**config.mk**
```make
export PLATFORM = sky130hd
export DESIGN_NAME = zelda_sprite_fetch_flat
export DESIGN_NICKNAME = d
export VERILOG_FILES = /design/src/rtl/zelda_sprite_fetch_if.sv /design/src/rtl/zelda_sprite_fetch.sv /design/src/flat_wrapper.sv
export SDC_FILE = /design/constraint.sdc
export NUM_CORES = 1
export LEC_CHECK = 0
export CAP_MARGIN = 20
export CORE_ASPECT_RATIO = 1.25
export CORE_MARGIN = 5
export CORE_UTILIZATION = 46
export DETAILED_ROUTE_END_ITERATION = 16
export HOLD_SLACK_MARGIN = 0.03
export PLACE_DENSITY_LB_ADDON = 0.08
export SLEW_MARGIN = 40
export SYNTH_ARGS = -nofsm -noshare
export SYNTH_HDL_FRONTEND = slang
export SYNTH_SLANG_ARGS = --single-unit
```
**constraint.sdc**
```tcl
create_clock -name Clk -period 3.65 [get_ports Clk]
set_input_delay 0.365 -clock Clk [delete_from_list [all_inputs] [get_ports Clk]]
set_output_delay 0.365 -clock Clk [all_outputs]
set_load 0.01 [all_outputs]
```
**src/rtl/zelda_sprite_fetch_if.sv**
```systemverilog
// Sprite ROM port plus the per-pixel result bus of the sprite fetch stage.
// The fetch block is the master; the ROM/palette side is the slave.
interface zelda_sprite_fetch_if #(
    parameter int SPR_LOG2 = 5
);
    logic [3+2*SPR_LOG2-1:0] rom_addr;
    logic [3:0]              rom_q;
    logic [3:0]              palette_index;
    logic                    pixel_hit;
    logic                    pixel_valid;

    modport master (
        output rom_addr,
        output palette_index,
        output pixel_hit,
        output pixel_valid,
        input  rom_q
    );

    modport slave (
        input  rom_addr,
        input  palette_index,
        input  pixel_hit,
        input  pixel_valid,
        output rom_q
    );
endinterface

```
**src/rtl/zelda_sprite_fetch.sv**
```systemverilog
// Per-pixel sprite fetch: frame-latched player state, walk animation, box test,
// sprite-ROM addressing and a fixed 3-cycle pipeline to the palette stage.
module zelda_sprite_fetch #(
    parameter int          SPR_LOG2    = 5,
    parameter int          ANIM_FRAMES = 8,
    parameter logic [3:0]  TRANSP_IDX  = 4'h0
) (
    input  logic        Clk,
    input  logic        Reset_n,
    input  logic        frame_start,
    input  logic [9:0]  DrawX,
    input  logic [9:0]  DrawY,
    input  logic        blank,
    input  logic [9:0]  sprite_x,
    input  logic [9:0]  sprite_y,
    input  logic [1:0]  direction,
    input  logic        moving,
    zelda_sprite_fetch_if.master bus
);
    localparam int              AW        = 3 + 2*SPR_LOG2;
    localparam int              CW        = (ANIM_FRAMES > 1) ? $clog2(ANIM_FRAMES) : 1;
    localparam logic [10:0]     SPR_EDGE  = 11'(1 << SPR_LOG2);
    localparam logic [CW-1:0]   ACNT_LAST = CW'(ANIM_FRAMES - 1);

    logic [9:0]          lx, ly;
    logic [1:0]          ldir;
    logic                lmov;
    logic [CW-1:0]       acnt;
    logic                aph;

    logic [AW-1:0]       rom_addr_reg;
    logic                in_box_d1, blank_d1;
    logic                in_box_d2, blank_d2;
    logic [3:0]          palette_index_reg;
    logic                pixel_hit_reg;
    logic                pixel_valid_reg;

    logic                mov_next;
    logic                in_box;
    logic [10:0]         x_ext, y_ext, lx_ext, ly_ext;
    logic [SPR_LOG2-1:0] dx, dy;
    logic [AW-1:0]       rom_addr_next;

    // Walk state seen by the animation: the fresh input on a frame pulse, else the latch.
    always_comb begin
        mov_next = lmov;
        if (frame_start) mov_next = moving;
    end

    // 11-bit compares so a sprite near x/y=1023 does not wrap its far edge.
    always_comb begin
        x_ext  = {1'b0, DrawX};
        y_ext  = {1'b0, DrawY};
        lx_ext = {1'b0, lx};
        ly_ext = {1'b0, ly};
        in_box = (x_ext >= lx_ext) && (x_ext < lx_ext + SPR_EDGE) &&
                 (y_ext >= ly_ext) && (y_ext < ly_ext + SPR_EDGE);
        dx     = SPR_LOG2'(DrawX - lx);
        dy     = SPR_LOG2'(DrawY - ly);
        rom_addr_next = '0;
        if (in_box) rom_addr_next = {ldir, aph, dy, dx};
    end

    // Pixels sampled in the frame_start cycle still see the old latched state.
    always_ff @(posedge Clk or negedge Reset_n) begin
        if (!Reset_n) begin
            lx   <= '0;
            ly   <= '0;
            ldir <= '0;
            lmov <= 1'b0;
            acnt <= '0;
            aph  <= 1'b0;
        end else if (frame_start) begin
            lx   <= sprite_x;
            ly   <= sprite_y;
            ldir <= direction;
            lmov <= mov_next;
            if (!mov_next) begin
                acnt <= '0;
                aph  <= 1'b0;
            end else if (acnt == ACNT_LAST) begin
                acnt <= '0;
                aph  <= ~aph;
            end else begin
                acnt <= acnt + 1'b1;
            end
        end
    end

    // S1 address, S2 alignment with the ROM register, S3 outputs.
    always_ff @(posedge Clk or negedge Reset_n) begin
        if (!Reset_n) begin
            rom_addr_reg      <= '0;
            in_box_d1         <= 1'b0;
            blank_d1          <= 1'b0;
            in_box_d2         <= 1'b0;
            blank_d2          <= 1'b0;
            palette_index_reg <= '0;
            pixel_hit_reg     <= 1'b0;
            pixel_valid_reg   <= 1'b0;
        end else begin
            rom_addr_reg      <= rom_addr_next;
            in_box_d1         <= in_box;
            blank_d1          <= blank;
            in_box_d2         <= in_box_d1;
            blank_d2          <= blank_d1;
            palette_index_reg <= in_box_d2 ? bus.rom_q : TRANSP_IDX;
            pixel_hit_reg     <= in_box_d2 && (bus.rom_q != TRANSP_IDX) && blank_d2;
            pixel_valid_reg   <= blank_d2;
        end
    end

    assign bus.rom_addr      = rom_addr_reg;
    assign bus.palette_index = palette_index_reg;
    assign bus.pixel_hit     = pixel_hit_reg;
    assign bus.pixel_valid   = pixel_valid_reg;
endmodule

```
**src/flat_wrapper.sv**
```systemverilog
// flat-port wrapper written by rule: the top's interface ports become plain ports
module zelda_sprite_fetch_flat 
#(
    parameter int          SPR_LOG2    = 5,
    parameter int          ANIM_FRAMES = 8,
    parameter logic [3:0]  TRANSP_IDX  = 4'h0
)
  (Clk, Reset_n, frame_start, DrawX, DrawY, blank, sprite_x, sprite_y, direction, moving, bus_rom_addr, bus_palette_index, bus_pixel_hit, bus_pixel_valid, bus_rom_q);
  zelda_sprite_fetch_if #(.SPR_LOG2(SPR_LOG2)) bus_i ();
  input  logic Clk;
  input  logic Reset_n;
  input  logic frame_start;
  input  logic [9:0] DrawX;
  input  logic [9:0] DrawY;
  input  logic blank;
  input  logic [9:0] sprite_x;
  input  logic [9:0] sprite_y;
  input  logic [1:0] direction;
  input  logic moving;
  output wire logic [$bits(bus_i.rom_addr)-1:0] bus_rom_addr;
  output wire logic [$bits(bus_i.palette_index)-1:0] bus_palette_index;
  output wire logic [$bits(bus_i.pixel_hit)-1:0] bus_pixel_hit;
  output wire logic [$bits(bus_i.pixel_valid)-1:0] bus_pixel_valid;
  input wire logic [$bits(bus_i.rom_q)-1:0] bus_rom_q;
  assign bus_rom_addr = bus_i.rom_addr;
  assign bus_palette_index = bus_i.palette_index;
  assign bus_pixel_hit = bus_i.pixel_hit;
  assign bus_pixel_valid = bus_i.pixel_valid;
  assign bus_i.rom_q = bus_rom_q;
  zelda_sprite_fetch #(.SPR_LOG2(SPR_LOG2), .ANIM_FRAMES(ANIM_FRAMES), .TRANSP_IDX(TRANSP_IDX)) u_core (.Clk(Clk), .Reset_n(Reset_n), .frame_start(frame_start), .DrawX(DrawX), .DrawY(DrawY), .blank(blank), .sprite_x(sprite_x), .sprite_y(sprite_y), .direction(direction), .moving(moving), .bus(bus_i));
endmodule
```
==> results of run 1 <==
==> synth_stat cells, types with 5 or more instances <==
| cell | count | area [um^2] |
|---|---|---|
| nand3_1 | 17 | 85.1 |
| xnor2_1 | 10 | 87.6 |
| a21oi_1 | 12 | 60.1 |
| ha_1 | 34 | 425 |
| dfrtp_1 | 49 | 1230 |
| nor2_1 | 11 | 41.3 |
| o21ai_0 | 23 | 115 |
| nand2_1 | 26 | 97.6 |
| inv_1 | 27 | 101 |
| a21o_1 | 5 | 37.5 |
==> through the flow <==
stage | total power (W) | hold slack (ps)
after global placement | 0.000974 | 335
final | 0.00142 | 71.5
after detailed placement | 0.000978 | 343
after CTS | 0.00145 | 96.9
after global routing | 0.00152 | 126
after floorplan | 0.000837 | 69.4
==> path summary, 6_finish.rpt <==
path | startpoint | endpoint | slack (ps) | cells past startpoint
setup / recovery | u_core.lx[5] | u_core.bus.rom_addr[3] | 1240 | 8
hold reg to reg | u_core.blank_d1 | u_core.blank_d2 | 360 | 0
hold / removal | Reset_n | u_core.acnt[2] | 70 | 1
max in group asynchronous | Reset_n | u_core.blank_d1 | 3160 | 1
setup reg to reg | u_core.lx[5] | u_core.bus.rom_addr[3] | 1240 | 8
min in group Clk | u_core.blank_d1 | u_core.blank_d2 | 360 | 0
==> routing by layer <==
metal | GRT usage (%) | wire (um)
met4 | 4.44 | 63
met1 | 19.5 | 2450
met3 | 3.75 | 335
met5 | 0 | 0
met2 | 27.0 | 2590
==> logic make-up (layout without fill, tap and decap cells) <==
| kind of cell | after synthesis | count (layout) |
|---|---|---|
| fa+ha+maj | 36 | 36 |
| flops | 49 | 49 |
| compound gates | 53 | 53 |
| simple gates | 83 | 83 |
| buf+inv | 33 | 105 |
| mux | 4 | 4 |
| xor+xnor | 11 | 11 |
==> area by class of cell <==
type | instances | area, um^2 | area share (%)
Multi-Input combinational cell | 187 | 1370 | 37.9
Sequential cell | 49 | 1230 | 34.0
Timing Repair Buffer | 70 | 696 | 19.3
Inverter | 27 | 101 | 2.81
Tap cell | 66 | 82.6 | 2.29
Clock buffer | 5 | 68.8 | 1.91
Clock inverter | 3 | 68.8 | 1.91
==> where the power goes <==
group / switching, W / total [W] / internal (W)
Clock: 0.000185 / 0.000461 / 0.000276
Sequential: 0.0000224 / 0.000606 / 0.000584
Combinational: 0.000178 / 0.000357 / 0.000179
==> impl_metrics.csv, run 1 <==
group,metric,value,unit
status,status,"completed",
sta,post-route-min-period,2410,ps
sta,setup-tns-final,0,ps
critical_path,worst_ep_required_time,3860,ps
pwr,leakagePower,1.68,nW
clocking,post_cts_resize_count,0,
sta,timing.final.crit_share,66.1,%
synth,synth_xor_area_share,3.54,%
synth,muxShareOfSynthArea,1.65,%
place,place_area,0.00347,mm^2
critical_path,path_delay_family,"compound AO/OA/AOI/OAI gates",
sta,timing.fmax,415,MHz
critical_path,critPathKind,"flip-flop to flip-flop",
critical_path,crit_path_end_kind,"flip-flop",
route,viasPerCell,5.20,
floorplanning,die_h,96.1,um
critical_path,path_common_cell,"ha_1",
clocking,cts_hold_buf,0,
cells_and_area,largest_reg_flops,13,
sta,rsz0062_at_grt,"false",
cells_and_area,final_util,62.5,%
synth,synth_top_family_by_area,"adder cells",
critical_path,path_buf_inv,1,
cells_and_area,final_cell_mix,"clkdlybuf4s50_1, dfrtp_1, ha_1, inv_1, nand2_1",
sta,relSlewSlack,54.1,%
synth,avgSynthCellArea,10.1,um^2
critical_path,start_kind,"flip-flop",
global_route,grt_pass1_vias,2108,
sta,worst_slew_pin_slew,687,ps
route,ant_nets,0,
sta,maxSlewViolCount,0,
synth,yosysSeqAreaShare,45.0,%
place,post-dp-hpwl,4.20,mm
clocking,htree_num_levels,2,
cells_and_area,mostFrequentLayoutCell,"clkdlybuf4s50_1",
sta,fin_skew,4.00,ps
place,gp_congestion,0.791,
critical_path,arrival,2620,ps
cells_and_area,stdcell_count,407,
synth,synthAdderAreaFrac,17.1,%
place,portBuffers,69,
critical_path,cp_cell_sequence,"ha_1 -> inv_1 -> ha_1 -> a21oi_1 -> nand3_1 -> o21a_1 -> a221o_1 -> nor4b_2",
route,drt_iter0_drc,83,
global_route,track_usage,15.6,%
synth,synth_edf_count,0,
run,cap_violations,0,
clocking,cts_setup_buffers,0,
synth,syn_nets,356,
route,drc,0,
floorplanning,core_area,0.00578,mm^2
route,post_drt_wl_per_cell,13.4,um
critical_path,cp_slowest_cell,"a221o_1",
floorplanning,rows,31,
clocking,cts_tree,"done",
synth,synth_seq_cells,49,
sta,setup_violations,0,
route,first_pass_iters,4,
floorplanning,io_pins,70,
min_path,min_path_type,"input pin to asynchronous set/reset pin",
clocking,clock_sinks,49,
place,dp_slack,988,ps
floorplanning,die_area,0.00757,mm^2
synth,synthFlopType,"dfrtp_1",
cells_and_area,layout.nets,427,
clocking,clockBufferDepth,2,
clocking,numCtsBuffers,5,
global_route,grt_overflow,0,
synth,synth_cell_types,41,
cells_and_area,syn_to_final_growth,32.5,%
route,wl,5.44,mm
cells_and_area,drive_above_1_share,6.45,%
synth,async_reset_ff_share,100,%
cells_and_area,antennaDiodeCount,0,
floorplanning,die_x,78.8,um
critical_path,max_stage_delay,470,ps
floorplanning,initial_core_util,47.2,%
clocking,cts_root_buf,"clkbuf_8",
pwr,peakVddDrop,0.262,mV
synth,synth_compound_area_share,11.8,%
synth,syn_area,0.00273,mm^2
synth,yosysWarningCount,0,
global_route,grt_max_degree,50,
place,dp.cells,399,
sta,hold_viol,0,
synth,synthesis.instances,269,
cells_and_area,design_area,0.00361,mm^2
global_route,grt_pass1_wl,9.34,mm
global_route,antenna_found_initial,0,
sta,setup_ws,1240,ps
clocking,path_clk_slew,90,ps
clocking,clock_latency,300,ps
critical_path,cp_max_fo,14,
synth,synth-simple-area-share,16.1,%
route,vias,2115,
pwr,powerDensity,395,mW/mm^2
cells_and_area,nFillCells,509,
Note: power is estimated with default switching activity, not from simulation.
==> run 2, diff against run 1 <==
CORE_UTILIZATION = 44   (was 46)
clock period = 2 ns   (was 3.65 ns; I/O delays follow)
==> run 2 against run 1 <==
  * The flow now finishes with violations (negative setup slack)
  * Global-route usage increased by 0.44 points
  * First-iteration DRC count decreased by 16%
  * Die area increased by 4.0%
  * Clock power increased by 29%
  * Flip-flop and latch count unchanged
  * Critical path type unchanged
  * Largest power group unchanged
==> impl_metrics.csv, run 2 (synthesis results as in run 1) <==
group,metric,value,unit
sta,timing.final.crit_share,113,%
place,post-dp-hpwl,4.53,mm
clocking,htree_num_levels,2,
sta,relSlewSlack,59.7,%
route,first_pass_iters,4,
sta,post-route-min-period,2250,ps
place,gp_congestion,0.813,
cells_and_area,nFillCells,525,
global_route,grt_max_degree,50,
clocking,numCtsBuffers,5,
run,cap_violations,0,
place,portBuffers,69,
clocking,cts_tree,"done",
floorplanning,rows,32,
critical_path,critPathKind,"flip-flop to flip-flop",
sta,worst_slew_pin_slew,604,ps
clocking,clock_latency,300,ps
cells_and_area,final_util,65.1,%
clocking,clock_sinks,49,
cells_and_area,antennaDiodeCount,0,
global_route,grt_pass1_wl,10.1,mm
cells_and_area,drive_above_1_share,19.0,%
global_route,antenna_found_initial,0,
floorplanning,die_h,98.0,um
floorplanning,die_area,0.00788,mm^2
cells_and_area,largest_reg_flops,13,
global_route,track_usage,16.0,%
sta,hold_viol,0,
status,violations,"negative setup slack",
route,ant_nets,0,
route,drt_iter0_drc,70,
global_route,grt_pass1_vias,2286,
place,dp_slack,-334,ps
cells_and_area,mostFrequentLayoutCell,"clkdlybuf4s50_1",
sta,setup_ws,-251,ps
sta,timing.fmax,444,MHz
floorplanning,initial_core_util,44.8,%
critical_path,arrival,2470,ps
critical_path,start_kind,"flip-flop",
clocking,path_clk_slew,90,ps
route,wl,5.88,mm
clocking,clockBufferDepth,2,
critical_path,cp_max_fo,7,
critical_path,crit_path_end_kind,"flip-flop",
route,post_drt_wl_per_cell,12.8,um
clocking,cts_root_buf,"clkbuf_8",
floorplanning,io_pins,70,
pwr,powerDensity,647,mW/mm^2
cells_and_area,layout.nets,459,
pwr,finalPower,0.00257,W
sta,setup_violations,14,
pwr,leakagePower,1.84,nW
sta,rsz0062_at_grt,"true",
sta,fin_skew,4.74,ps
status,status,"complete, but fails checks",
pwr,peakVddDrop,0.323,mV
global_route,grt_overflow,0,
floorplanning,core_area,0.00609,mm^2
route,viasPerCell,4.92,
sta,maxSlewViolCount,0,
critical_path,worst_ep_required_time,2220,ps
route,vias,2254,
cells_and_area,syn_to_final_growth,45.5,%
route,drc,0,
min_path,min_path_type,"input pin to flip-flop",
cells_and_area,final_cell_mix,"clkdlybuf4s50_1, dfrtp_1, ha_1, buf_4, nand2_1",
floorplanning,die_x,80.4,um
==> run 2: what timing repair did <==
item                       4_1_cts  5_1_grt
cloned                           1        0
hold buffers                     1        0
setup buffers                    2        0
pin swaps                        5       10
hold endpoints to repair        49        0
gates resized for setup         12       10
setup endpoints to repair       14       14
==> run 2: worst paths after layout <==
| kind | from | endpoint | slack, ps | cells past startpoint |
|---|---|---|---|---|
| worst min register to register | u_core.blank_d1 | u_core.blank_d2 | 360 | 0 |
| max in group asynchronous | Reset_n | u_core.bus.pixel_hit | 1080 | 3 |
| min in group asynchronous | Reset_n | u_core.acnt[1] | 520 | 3 |
| worst min-delay path | blank | u_core.blank_d1 | 340 | 1 |
| worst max-delay path | u_core.ly[6] | u_core.bus.rom_addr[3] | -250 | 9 |
| worst max register to register | u_core.ly[6] | u_core.bus.rom_addr[3] | -250 | 9 |
==> run 2: metrics by stage <==
step | TNS [ps] | hold WS [ps] | area [um^2] | std cells
floorplan | -340 | -95.6 | 2750 | 269
global placement | -3600 | 335 | 3750 | 447
detailed placement | -4160 | 338 | 3750 | 447
CTS | -2680 | 330 | 3950 | 459
global route | -3210 | 339 | 3960 | 458
finish | -2340 | 335 | 3960 | 458
==> run 2: worst max-delay path, stage by stage, from the launching register on <==
cell      delay, ps
dfrtp_1         400
ha_1            310
inv_2            70
ha_4            190
nor2b_4         120
a31oi_1         190
o211ai_1        110
a221o_2         430
buf_12          160
nor4b_4         190
==> run 2: final cells by class <==
class	count	area [um^2]	share of cell area, %
Clock buffer	6	72.6	1.83
Clock inverter	2	15.0	0.379
Inverter	27	101	2.56
Multi-Input combinational cell	187	1480	37.3
Sequential cell	49	1230	30.9
Tap cell	85	106	2.68
Timing Repair Buffer	102	965	24.3
==> run 2: report_power, final <==
part           internal (W)  switching (W)
logic              0.000468       0.000397
registers           0.00107      0.0000390
clock network      0.000247       0.000348
==> run 2: per-layer routing <==
metal  vias to the layer above  share of wire [%]  GRT usage (%)
met5                         -                  0              0
met4                         0                1.5           5.07
met3                        12                6.3           3.32
met2                        55                 50           27.7
met1                      1055                 42           19.7
li1                       1132                  -              -
==> run 3, diff against run 2 <==
SKIP_LAST_GASP = 1   (was unset)
==> results of run 3 <==
Same layout as run 2: the final DEF is identical, and so are final timing and power.
